[src/rtl/cc_entry_tracker_pkg.sv]
// cc_entry_tracker_pkg
//   Shared types for the Frogger goal-row entry tracker.
//   state_e  : round state (PLAY, WON, OVER)
//   result_e : outcome of judging one check strobe
//   count_width() : bit width needed to hold a count of 0..n inclusive
package cc_entry_tracker_pkg;

   typedef enum logic [1:0] {
      PLAY = 2'd0,
      WON  = 2'd1,
      OVER = 2'd2
   } state_e;

   typedef enum logic [1:0] {
      RES_NONE  = 2'd0,
      RES_ENTER = 2'd1,
      RES_LOSE  = 2'd2
   } result_e;

   function automatic int count_width(input int n);
      return (n < 1) ? 1 : $clog2(n + 1);
   endfunction

endpackage

[src/rtl/cc_entry_tracker_if.sv]
// cc_entry_tracker_if
//   Bundles the game-side signals of the entry tracker.
//   master : the game logic (drives clear/check/entry/frog, reads results)
//   slave  : the tracker itself
//   clear_InHigh / check_InHigh : round restart and goal-row strobe
//   entryBUS / froggerBUS       : open-entry mask and frog column
//   enter/lose/win/gameover     : active-low result flags
//   filledBUS / fillCount       : occupied-entry mask and its popcount
interface cc_entry_tracker_if #(
   parameter int DW = 8
);
   import cc_entry_tracker_pkg::*;

   localparam int CW = count_width(DW);

   logic          CC_ENTRYTRACKER_clear_InHigh;
   logic          CC_ENTRYTRACKER_check_InHigh;
   logic [DW-1:0] CC_ENTRYTRACKER_entryBUS;
   logic [DW-1:0] CC_ENTRYTRACKER_froggerBUS;
   logic          CC_ENTRYTRACKER_enter_OutLow;
   logic          CC_ENTRYTRACKER_lose_OutLow;
   logic          CC_ENTRYTRACKER_win_OutLow;
   logic          CC_ENTRYTRACKER_gameover_OutLow;
   logic [DW-1:0] CC_ENTRYTRACKER_filledBUS;
   logic [CW-1:0] CC_ENTRYTRACKER_fillCount;

   modport master (
      output CC_ENTRYTRACKER_clear_InHigh,
      output CC_ENTRYTRACKER_check_InHigh,
      output CC_ENTRYTRACKER_entryBUS,
      output CC_ENTRYTRACKER_froggerBUS,
      input  CC_ENTRYTRACKER_enter_OutLow,
      input  CC_ENTRYTRACKER_lose_OutLow,
      input  CC_ENTRYTRACKER_win_OutLow,
      input  CC_ENTRYTRACKER_gameover_OutLow,
      input  CC_ENTRYTRACKER_filledBUS,
      input  CC_ENTRYTRACKER_fillCount
   );

   modport slave (
      input  CC_ENTRYTRACKER_clear_InHigh,
      input  CC_ENTRYTRACKER_check_InHigh,
      input  CC_ENTRYTRACKER_entryBUS,
      input  CC_ENTRYTRACKER_froggerBUS,
      output CC_ENTRYTRACKER_enter_OutLow,
      output CC_ENTRYTRACKER_lose_OutLow,
      output CC_ENTRYTRACKER_win_OutLow,
      output CC_ENTRYTRACKER_gameover_OutLow,
      output CC_ENTRYTRACKER_filledBUS,
      output CC_ENTRYTRACKER_fillCount
   );

endinterface

[src/rtl/cc_entry_tracker_lives.sv]
// cc_entry_lives_counter
//   Lives down-counter, preset to LIVES on reset or load, saturating at 0.
//   clk_sys : system clock
//   rst     : synchronous reset, active-high (presets to LIVES)
//   load    : restore LIVES (round clear)
//   dec     : take one life
//   count   : lives remaining
//   zero    : no lives remaining
module cc_entry_lives_counter
   import cc_entry_tracker_pkg::*;
#(
   parameter  int LIVES = 3,
   localparam int LW    = count_width(LIVES)
) (
   input  logic          clk_sys,
   input  logic          rst,
   input  logic          load,
   input  logic          dec,
   output logic [LW-1:0] count,
   output logic          zero
);

   logic [LW-1:0] count_q;
   logic [LW-1:0] count_d;

   always_comb begin
      count_d = count_q;
      if (load) begin
         count_d = LW'(LIVES);
      end else if (dec && (count_q != '0)) begin
         count_d = count_q - LW'(1);
      end
   end

   always_ff @(posedge clk_sys) begin
      if (rst) begin
         count_q <= LW'(LIVES);
      end else begin
         count_q <= count_d;
      end
   end

   assign count = count_q;
   assign zero  = (count_q == '0);

endmodule

[src/rtl/cc_entry_tracker.sv]
// cc_entry_tracker
//   Goal-row judge for Frogger. On a check strobe the frog column is judged
//   against the open-entry mask and the occupied mask; enter/lose pulse one
//   cycle later, filledBUS/fillCount/state update on that same edge.
//   Optional macro CC_ENTRYTRACKER_LIVES_EN adds a lives counter and the
//   OVER state; without it gameover_OutLow is tied high.
//   CC_ENTRYTRACKER_CLOCK_50     : system clock
//   CC_ENTRYTRACKER_RESET_InHigh : synchronous reset, active-high
//   bus                          : cc_entry_tracker_if.slave (see interface)
//
//   state | meaning
//   ------+-----------------------------------------------------------
//   PLAY  | round running, checks are judged
//   WON   | every open entry filled; win held low, checks ignored
//   OVER  | lives exhausted; gameover held low, checks ignored
module cc_entry_tracker
   import cc_entry_tracker_pkg::*;
#(
   parameter int ENTRYTRACKER_DATAWIDTH = 8,
   parameter int ENTRYTRACKER_LIVES     = 3
) (
   input  logic                 CC_ENTRYTRACKER_CLOCK_50,
   input  logic                 CC_ENTRYTRACKER_RESET_InHigh,
   cc_entry_tracker_if.slave    bus
);

   localparam int DW = ENTRYTRACKER_DATAWIDTH;
   localparam int CW = count_width(DW);

   logic          clk_sys;
   logic          rst;
   logic          clear;
   logic          check;
   logic [DW-1:0] entry;
   logic [DW-1:0] frog;

   state_e        state_q, state_d;
   logic [DW-1:0] filled_q, filled_d;
   logic [CW-1:0] fill_count_q, fill_count_d;
   logic          enter_n_q, enter_n_d;
   logic          lose_n_q, lose_n_d;

   logic [DW-1:0] hit;
   logic [DW-1:0] occ;
   logic          wall;
   logic          judge;
   result_e       result;
   logic          lives_last;

   assign clk_sys = CC_ENTRYTRACKER_CLOCK_50;
   assign rst     = CC_ENTRYTRACKER_RESET_InHigh;
   assign clear   = bus.CC_ENTRYTRACKER_clear_InHigh;
   assign check   = bus.CC_ENTRYTRACKER_check_InHigh;
   assign entry   = bus.CC_ENTRYTRACKER_entryBUS;
   assign frog    = bus.CC_ENTRYTRACKER_froggerBUS;

   assign hit  = frog & entry & ~filled_q;
   assign occ  = frog & filled_q;
   assign wall = ((frog & entry) == '0);

   // clear wins over a coincident check, so the check is never judged
   assign judge = check && !clear && (state_q == PLAY) && (|entry) && (|frog);

   // Any hit bit makes the whole (possibly multi-hot) check an enter.
   always_comb begin
      result = RES_NONE;
      if (judge) begin
         if (|hit) begin
            result = RES_ENTER;
         end else if ((|occ) || wall) begin
            result = RES_LOSE;
         end
      end
   end

`ifdef CC_ENTRYTRACKER_LIVES_EN
   localparam int LW = count_width(ENTRYTRACKER_LIVES);

   logic [LW-1:0] lives_count;
   logic          lives_zero;

   cc_entry_lives_counter #(
      .LIVES (ENTRYTRACKER_LIVES)
   ) u_lives (
      .clk_sys (clk_sys),
      .rst     (rst),
      .load    (clear),
      .dec     (result == RES_LOSE),
      .count   (lives_count),
      .zero    (lives_zero)
   );

   // this lose takes the count to zero (or it is already there)
   assign lives_last = lives_zero || (lives_count == LW'(1));
`else
   logic unused_lives;
   assign unused_lives = (ENTRYTRACKER_LIVES != 0);
   assign lives_last   = 1'b0;
`endif

   always_comb begin
      state_d   = state_q;
      filled_d  = filled_q;
      enter_n_d = 1'b1;
      lose_n_d  = 1'b1;
      if (clear) begin
         state_d  = PLAY;
         filled_d = '0;
      end else begin
         case (result)
            RES_ENTER: begin
               filled_d  = filled_q | hit;
               enter_n_d = 1'b0;
            end
            RES_LOSE: begin
               lose_n_d = 1'b0;
               if (lives_last) begin
                  state_d = OVER;
               end
            end
            default: ;
         endcase
         // Stale filled bits outside the current mask are masked off here.
         if ((result != RES_NONE) && ((filled_d & entry) == entry)) begin
            state_d = WON;
         end
      end
   end

   always_comb begin
      fill_count_d = '0;
      for (int i = 0; i < DW; i++) begin
         fill_count_d = fill_count_d + CW'(filled_d[i]);
      end
   end

   always_ff @(posedge clk_sys) begin
      if (rst) begin
         state_q      <= PLAY;
         filled_q     <= '0;
         fill_count_q <= '0;
         enter_n_q    <= 1'b1;
         lose_n_q     <= 1'b1;
      end else begin
         state_q      <= state_d;
         filled_q     <= filled_d;
         fill_count_q <= fill_count_d;
         enter_n_q    <= enter_n_d;
         lose_n_q     <= lose_n_d;
      end
   end

   assign bus.CC_ENTRYTRACKER_enter_OutLow = enter_n_q;
   assign bus.CC_ENTRYTRACKER_lose_OutLow  = lose_n_q;
   assign bus.CC_ENTRYTRACKER_win_OutLow   = (state_q != WON);
   assign bus.CC_ENTRYTRACKER_filledBUS    = filled_q;
   assign bus.CC_ENTRYTRACKER_fillCount    = fill_count_q;
`ifdef CC_ENTRYTRACKER_LIVES_EN
   assign bus.CC_ENTRYTRACKER_gameover_OutLow = (state_q != OVER);
`else
   assign bus.CC_ENTRYTRACKER_gameover_OutLow = 1'b1;
`endif

endmodule

[src/flat_wrapper.sv]
// flat-port wrapper written by rule: the top's interface ports become plain ports
module cc_entry_tracker_flat import cc_entry_tracker_pkg::*;
#(
   parameter int ENTRYTRACKER_DATAWIDTH = 8,
   parameter int ENTRYTRACKER_LIVES     = 3
)
  (CC_ENTRYTRACKER_CLOCK_50, CC_ENTRYTRACKER_RESET_InHigh, bus_CC_ENTRYTRACKER_clear_InHigh, bus_CC_ENTRYTRACKER_check_InHigh, bus_CC_ENTRYTRACKER_entryBUS, bus_CC_ENTRYTRACKER_froggerBUS, bus_CC_ENTRYTRACKER_enter_OutLow, bus_CC_ENTRYTRACKER_lose_OutLow, bus_CC_ENTRYTRACKER_win_OutLow, bus_CC_ENTRYTRACKER_gameover_OutLow, bus_CC_ENTRYTRACKER_filledBUS, bus_CC_ENTRYTRACKER_fillCount);
  cc_entry_tracker_if #(.DW((8))) bus_i ();
  input  logic CC_ENTRYTRACKER_CLOCK_50;
  input  logic CC_ENTRYTRACKER_RESET_InHigh;
  input wire logic [$bits(bus_i.CC_ENTRYTRACKER_clear_InHigh)-1:0] bus_CC_ENTRYTRACKER_clear_InHigh;
  input wire logic [$bits(bus_i.CC_ENTRYTRACKER_check_InHigh)-1:0] bus_CC_ENTRYTRACKER_check_InHigh;
  input wire logic [$bits(bus_i.CC_ENTRYTRACKER_entryBUS)-1:0] bus_CC_ENTRYTRACKER_entryBUS;
  input wire logic [$bits(bus_i.CC_ENTRYTRACKER_froggerBUS)-1:0] bus_CC_ENTRYTRACKER_froggerBUS;
  output wire logic [$bits(bus_i.CC_ENTRYTRACKER_enter_OutLow)-1:0] bus_CC_ENTRYTRACKER_enter_OutLow;
  output wire logic [$bits(bus_i.CC_ENTRYTRACKER_lose_OutLow)-1:0] bus_CC_ENTRYTRACKER_lose_OutLow;
  output wire logic [$bits(bus_i.CC_ENTRYTRACKER_win_OutLow)-1:0] bus_CC_ENTRYTRACKER_win_OutLow;
  output wire logic [$bits(bus_i.CC_ENTRYTRACKER_gameover_OutLow)-1:0] bus_CC_ENTRYTRACKER_gameover_OutLow;
  output wire logic [$bits(bus_i.CC_ENTRYTRACKER_filledBUS)-1:0] bus_CC_ENTRYTRACKER_filledBUS;
  output wire logic [$bits(bus_i.CC_ENTRYTRACKER_fillCount)-1:0] bus_CC_ENTRYTRACKER_fillCount;
  assign bus_i.CC_ENTRYTRACKER_clear_InHigh = bus_CC_ENTRYTRACKER_clear_InHigh;
  assign bus_i.CC_ENTRYTRACKER_check_InHigh = bus_CC_ENTRYTRACKER_check_InHigh;
  assign bus_i.CC_ENTRYTRACKER_entryBUS = bus_CC_ENTRYTRACKER_entryBUS;
  assign bus_i.CC_ENTRYTRACKER_froggerBUS = bus_CC_ENTRYTRACKER_froggerBUS;
  assign bus_CC_ENTRYTRACKER_enter_OutLow = bus_i.CC_ENTRYTRACKER_enter_OutLow;
  assign bus_CC_ENTRYTRACKER_lose_OutLow = bus_i.CC_ENTRYTRACKER_lose_OutLow;
  assign bus_CC_ENTRYTRACKER_win_OutLow = bus_i.CC_ENTRYTRACKER_win_OutLow;
  assign bus_CC_ENTRYTRACKER_gameover_OutLow = bus_i.CC_ENTRYTRACKER_gameover_OutLow;
  assign bus_CC_ENTRYTRACKER_filledBUS = bus_i.CC_ENTRYTRACKER_filledBUS;
  assign bus_CC_ENTRYTRACKER_fillCount = bus_i.CC_ENTRYTRACKER_fillCount;
  cc_entry_tracker #(.ENTRYTRACKER_DATAWIDTH(ENTRYTRACKER_DATAWIDTH), .ENTRYTRACKER_LIVES(ENTRYTRACKER_LIVES)) u_core (.CC_ENTRYTRACKER_CLOCK_50(CC_ENTRYTRACKER_CLOCK_50), .CC_ENTRYTRACKER_RESET_InHigh(CC_ENTRYTRACKER_RESET_InHigh), .bus(bus_i));
endmodule
[config.mk]
export PLATFORM = sky130hd
export DESIGN_NAME = cc_entry_tracker_flat
export DESIGN_NICKNAME = d
export VERILOG_FILES = /design/src/rtl/cc_entry_tracker_pkg.sv /design/src/rtl/cc_entry_tracker_if.sv /design/src/rtl/cc_entry_tracker_lives.sv /design/src/rtl/cc_entry_tracker.sv /design/src/flat_wrapper.sv
export SDC_FILE = /design/constraint.sdc
export NUM_CORES = 1
export LEC_CHECK = 0
export CAP_MARGIN = 15
export CORE_UTILIZATION = 45
export CTS_BUF_LIST = sky130_fd_sc_hd__clkbuf_16
export DETAILED_ROUTE_END_ITERATION = 10
export PLACE_DENSITY = 0.87
export SLEW_MARGIN = 25
export SYNTH_ARGS = -nofsm -noshare
export SYNTH_HDL_FRONTEND = slang
export SYNTH_SLANG_ARGS = --single-unit
[constraint.sdc]
create_clock -name CC_ENTRYTRACKER_CLOCK_50 -period 9.08 [get_ports CC_ENTRYTRACKER_CLOCK_50]
set_input_delay 1.816 -clock CC_ENTRYTRACKER_CLOCK_50 [delete_from_list [all_inputs] [get_ports CC_ENTRYTRACKER_CLOCK_50]]
set_output_delay 1.816 -clock CC_ENTRYTRACKER_CLOCK_50 [all_outputs]
set_load 0.03 [all_outputs]
==> summary.txt <==
Logic synthesis
  • Yosys warns: 0
  • Syn Nets: approximately 140
  • Synth Instances: around 110
  • Share of flip-flops with an asynchronous set or reset: 0%
  • Top FF cell, synth: dfxtp_1
  • Seq cells post-synth: 15
  • Avg Cell Area, Syn: ~9 um2
  • EDFF count, synth: 0
  • Mapped Area: roughly 1000 um2
  • Netlist cell types: 32
  • Seq/Total Area, Yosys: a little under a third

Critical path
  • Worst path required time: around 9000 ps
  • Setup Crit Path Kind: primary input to flop
  • Crit end category: flop
  • Critical Path Fanout Max: 11
  • Data arrival time of the worst path: 5700 ps
  • Critical Path Start Type: primary input
  • Worst Reg-to-Reg Cells: 13

Placement
  • Placed cell count: approximately 170
  • Placed Area: 1330 um2
  • PortBufs: 34
  • HPWL Detailed: between 2000 and 2500 um
  • Dpl ws: 3380 ps
  • RD Place Congestion: around 0.91

Clocking
  • Htree depth: 1
  • Resize count post-CTS: 0
  • Sink Count: 15
  • Clock Pin Slew Worst Setup and Hold Paths: 50 ps
  • Max clock buf depth: 2
  • Total CTS buffers: 3
  • Hold-fix buffers at CTS: 0
  • TritonCTS clock tree: done
  • Root Buffer Master: clkbuf_16
  • Post-CTS Setup Bufs: 0
  • Clock Latency Late Sink: between 200 and 300 ps

STA
  • Final hold violation count: 0
  • Setup-violating endpoint count in the final report: 0
  • Worst hold slack: 525 ps
  • Fin. max-slew vios: 0
  • Tcrit/Tclk final: between 60% and 70%
  • Unrepaired setup endpoints after global routing: false
  • Setup TNS Final: 0 ps
  • Clock Skew: around 2.2 ps
  • PnR worst setup slack: approximately 3600 ps
  • Min Tclk post-route: 5520 ps
  • Fmax: ~0.18 GHz

Floorplanning
  • Site row count: 16
  • Core area: 2000 um2
  • Die width: approximately 49 um
  • I/O pin cnt: 36
  • Die height: 48.6 um
  • Die area: about 2400 um2
  • Initial cell density of the core: between 40% and 50%

Outcome
  • Status: completed

Routing
  • Routed length per instance: between 15 and 20 um
  • DRT iter0 DRCs: 42
  • Detailed-route via count: ~1.0k
  • Final ANT Viol Nets: 0
  • Drt drc: 0
  • DR pass1 iterations: 4
  • Final wirelength: approximately 2700 um
  • DR vias/cell: ~6

Pwr
  • Maximum VDD drop: slightly above 0.1 mV
  • Leak: 0.489 nW
  • Pwr Density: between 100 and 150 nW/um2
  • Power, Total: 188 uW

Cells and area
  • Util after Layout: between 70% and 80%
  • Most common cell after layout, fill and taps aside: clkdlybuf4s50_1
  • Share of cells above drive strength 1: under 10%
  • ANT cells: 0
  • Layout Cells excl Fill: ~170
  • Final nets: about 170
  • Post-route cell area: 1410 um2
  • Most frequent cells in the layout: clkdlybuf4s50_1 (34), inv_1 (16), dfxtp_1 (15)
  • Synthesis-to-finish area growth: 44.0%

Run
  • MaxCap Viol Count: 0

Global routing
  • First-pass GRT wire length: around 4700 um
  • Vias in the first global route: just over 1k
  • Initial antenna violation count: 0
  • Gr usage total: 25.3%
  • Largest net degree at the start of global routing: 12
  • Total gr overflow: 0

Hold path
  • Worst min path class: flop to flop
  • WHS Path Cells: 2
final cells by class:
cell class	count	area, um2
flip-flops and latches	15	300
clock inverters	1	3.75
fillers	171	593
inverters	15	56.3
multi-input cells	76	599
clock buffers	3	75.1
well taps	27	33.8
repair buffers	34	340
Yosys cell counts, types with 2 or more instances:
cell type	number	area, um2
dfxtp_1	15	300
nor4_2	2	25.0
ha_1	3	37.5
nand2_1	5	18.8
fa_1	4	80.1
a21o_1	4	30.0
a21oi_1	12	60.1
nor3b_1	8	60.1
nand3b_1	6	45.0
nor2_1	4	15.0
o2111ai_2	2	30.0
o2111ai_1	7	61.3
inv_1	15	56.3
nor4_1	3	18.8
o22ai_1	2	12.5
state kept, by name (all words and copies together) (netlist names):
signal                                   count
u_core.state_q                               1
u_core.bus.CC_ENTRYTRACKER_fillCount         4
u_core.bus.CC_ENTRYTRACKER_lose_OutLow       1
u_core.bus.CC_ENTRYTRACKER_filledBUS         8
u_core.bus.CC_ENTRYTRACKER_enter_OutLow      1
worst max-delay path, cell delays in order:
cell	delay, ps
clkdlybuf4s50_1	590
nor3b_2	270
a21boi_4	330
o2111ai_1	200
a21oi_1	230
ha_1	260
inv_1	70
fa_1	420
fa_1	490
inv_1	50
fa_1	380
inv_1	90
fa_1	410
nor2_1	100
where the power goes:
| part | internal (mW) | switching (mW) | total, mW |
|---|---|---|---|
| combinational | 0.0162 | 0.0192 | 0.0354 |
| clock | 0.0583 | 0.0262 | 0.0844 |
| sequential | 0.0673 | 0.000739 | 0.0681 |
worst paths after layout:
kind,start,to,slack (ps)
worst max-delay path,bus_CC_ENTRYTRACKER_clear_InHigh,u_core.bus.CC_ENTRYTRACKER_fillCount[1]$_SDFF_PP0_,3560
worst min-delay path,u_core.bus.CC_ENTRYTRACKER_filledBUS[5]$_SDFF_PP0_,u_core.bus.CC_ENTRYTRACKER_filledBUS[5]$_SDFF_PP0_,520
worst min register to register,u_core.bus.CC_ENTRYTRACKER_filledBUS[5]$_SDFF_PP0_,u_core.bus.CC_ENTRYTRACKER_filledBUS[5]$_SDFF_PP0_,520
worst max register to register,u_core.bus.CC_ENTRYTRACKER_filledBUS[4]$_SDFF_PP0_,u_core.bus.CC_ENTRYTRACKER_fillCount[1]$_SDFF_PP0_,5410
layer usage:
metal	global-route usage [%]	wire length, um
met1	31.5	1120
met2	42.6	1340
met3	4.40	210
met4	10.8	80
met5	0	0
cells by family (layout without fill, tap and decap cells):
kind of cell	count (synthesis)	after routing	share of synthesized area (%)
flops	15	15	30.7
xor+xnor	1	1	0.895
other cells	1	1	0.383
compound gates	31	31	23.8
simple gates	36	36	24.2
buf+inv	18	53	8.06
fa+ha+maj	7	7	12.0
Power figures use the tool's default switching activity.
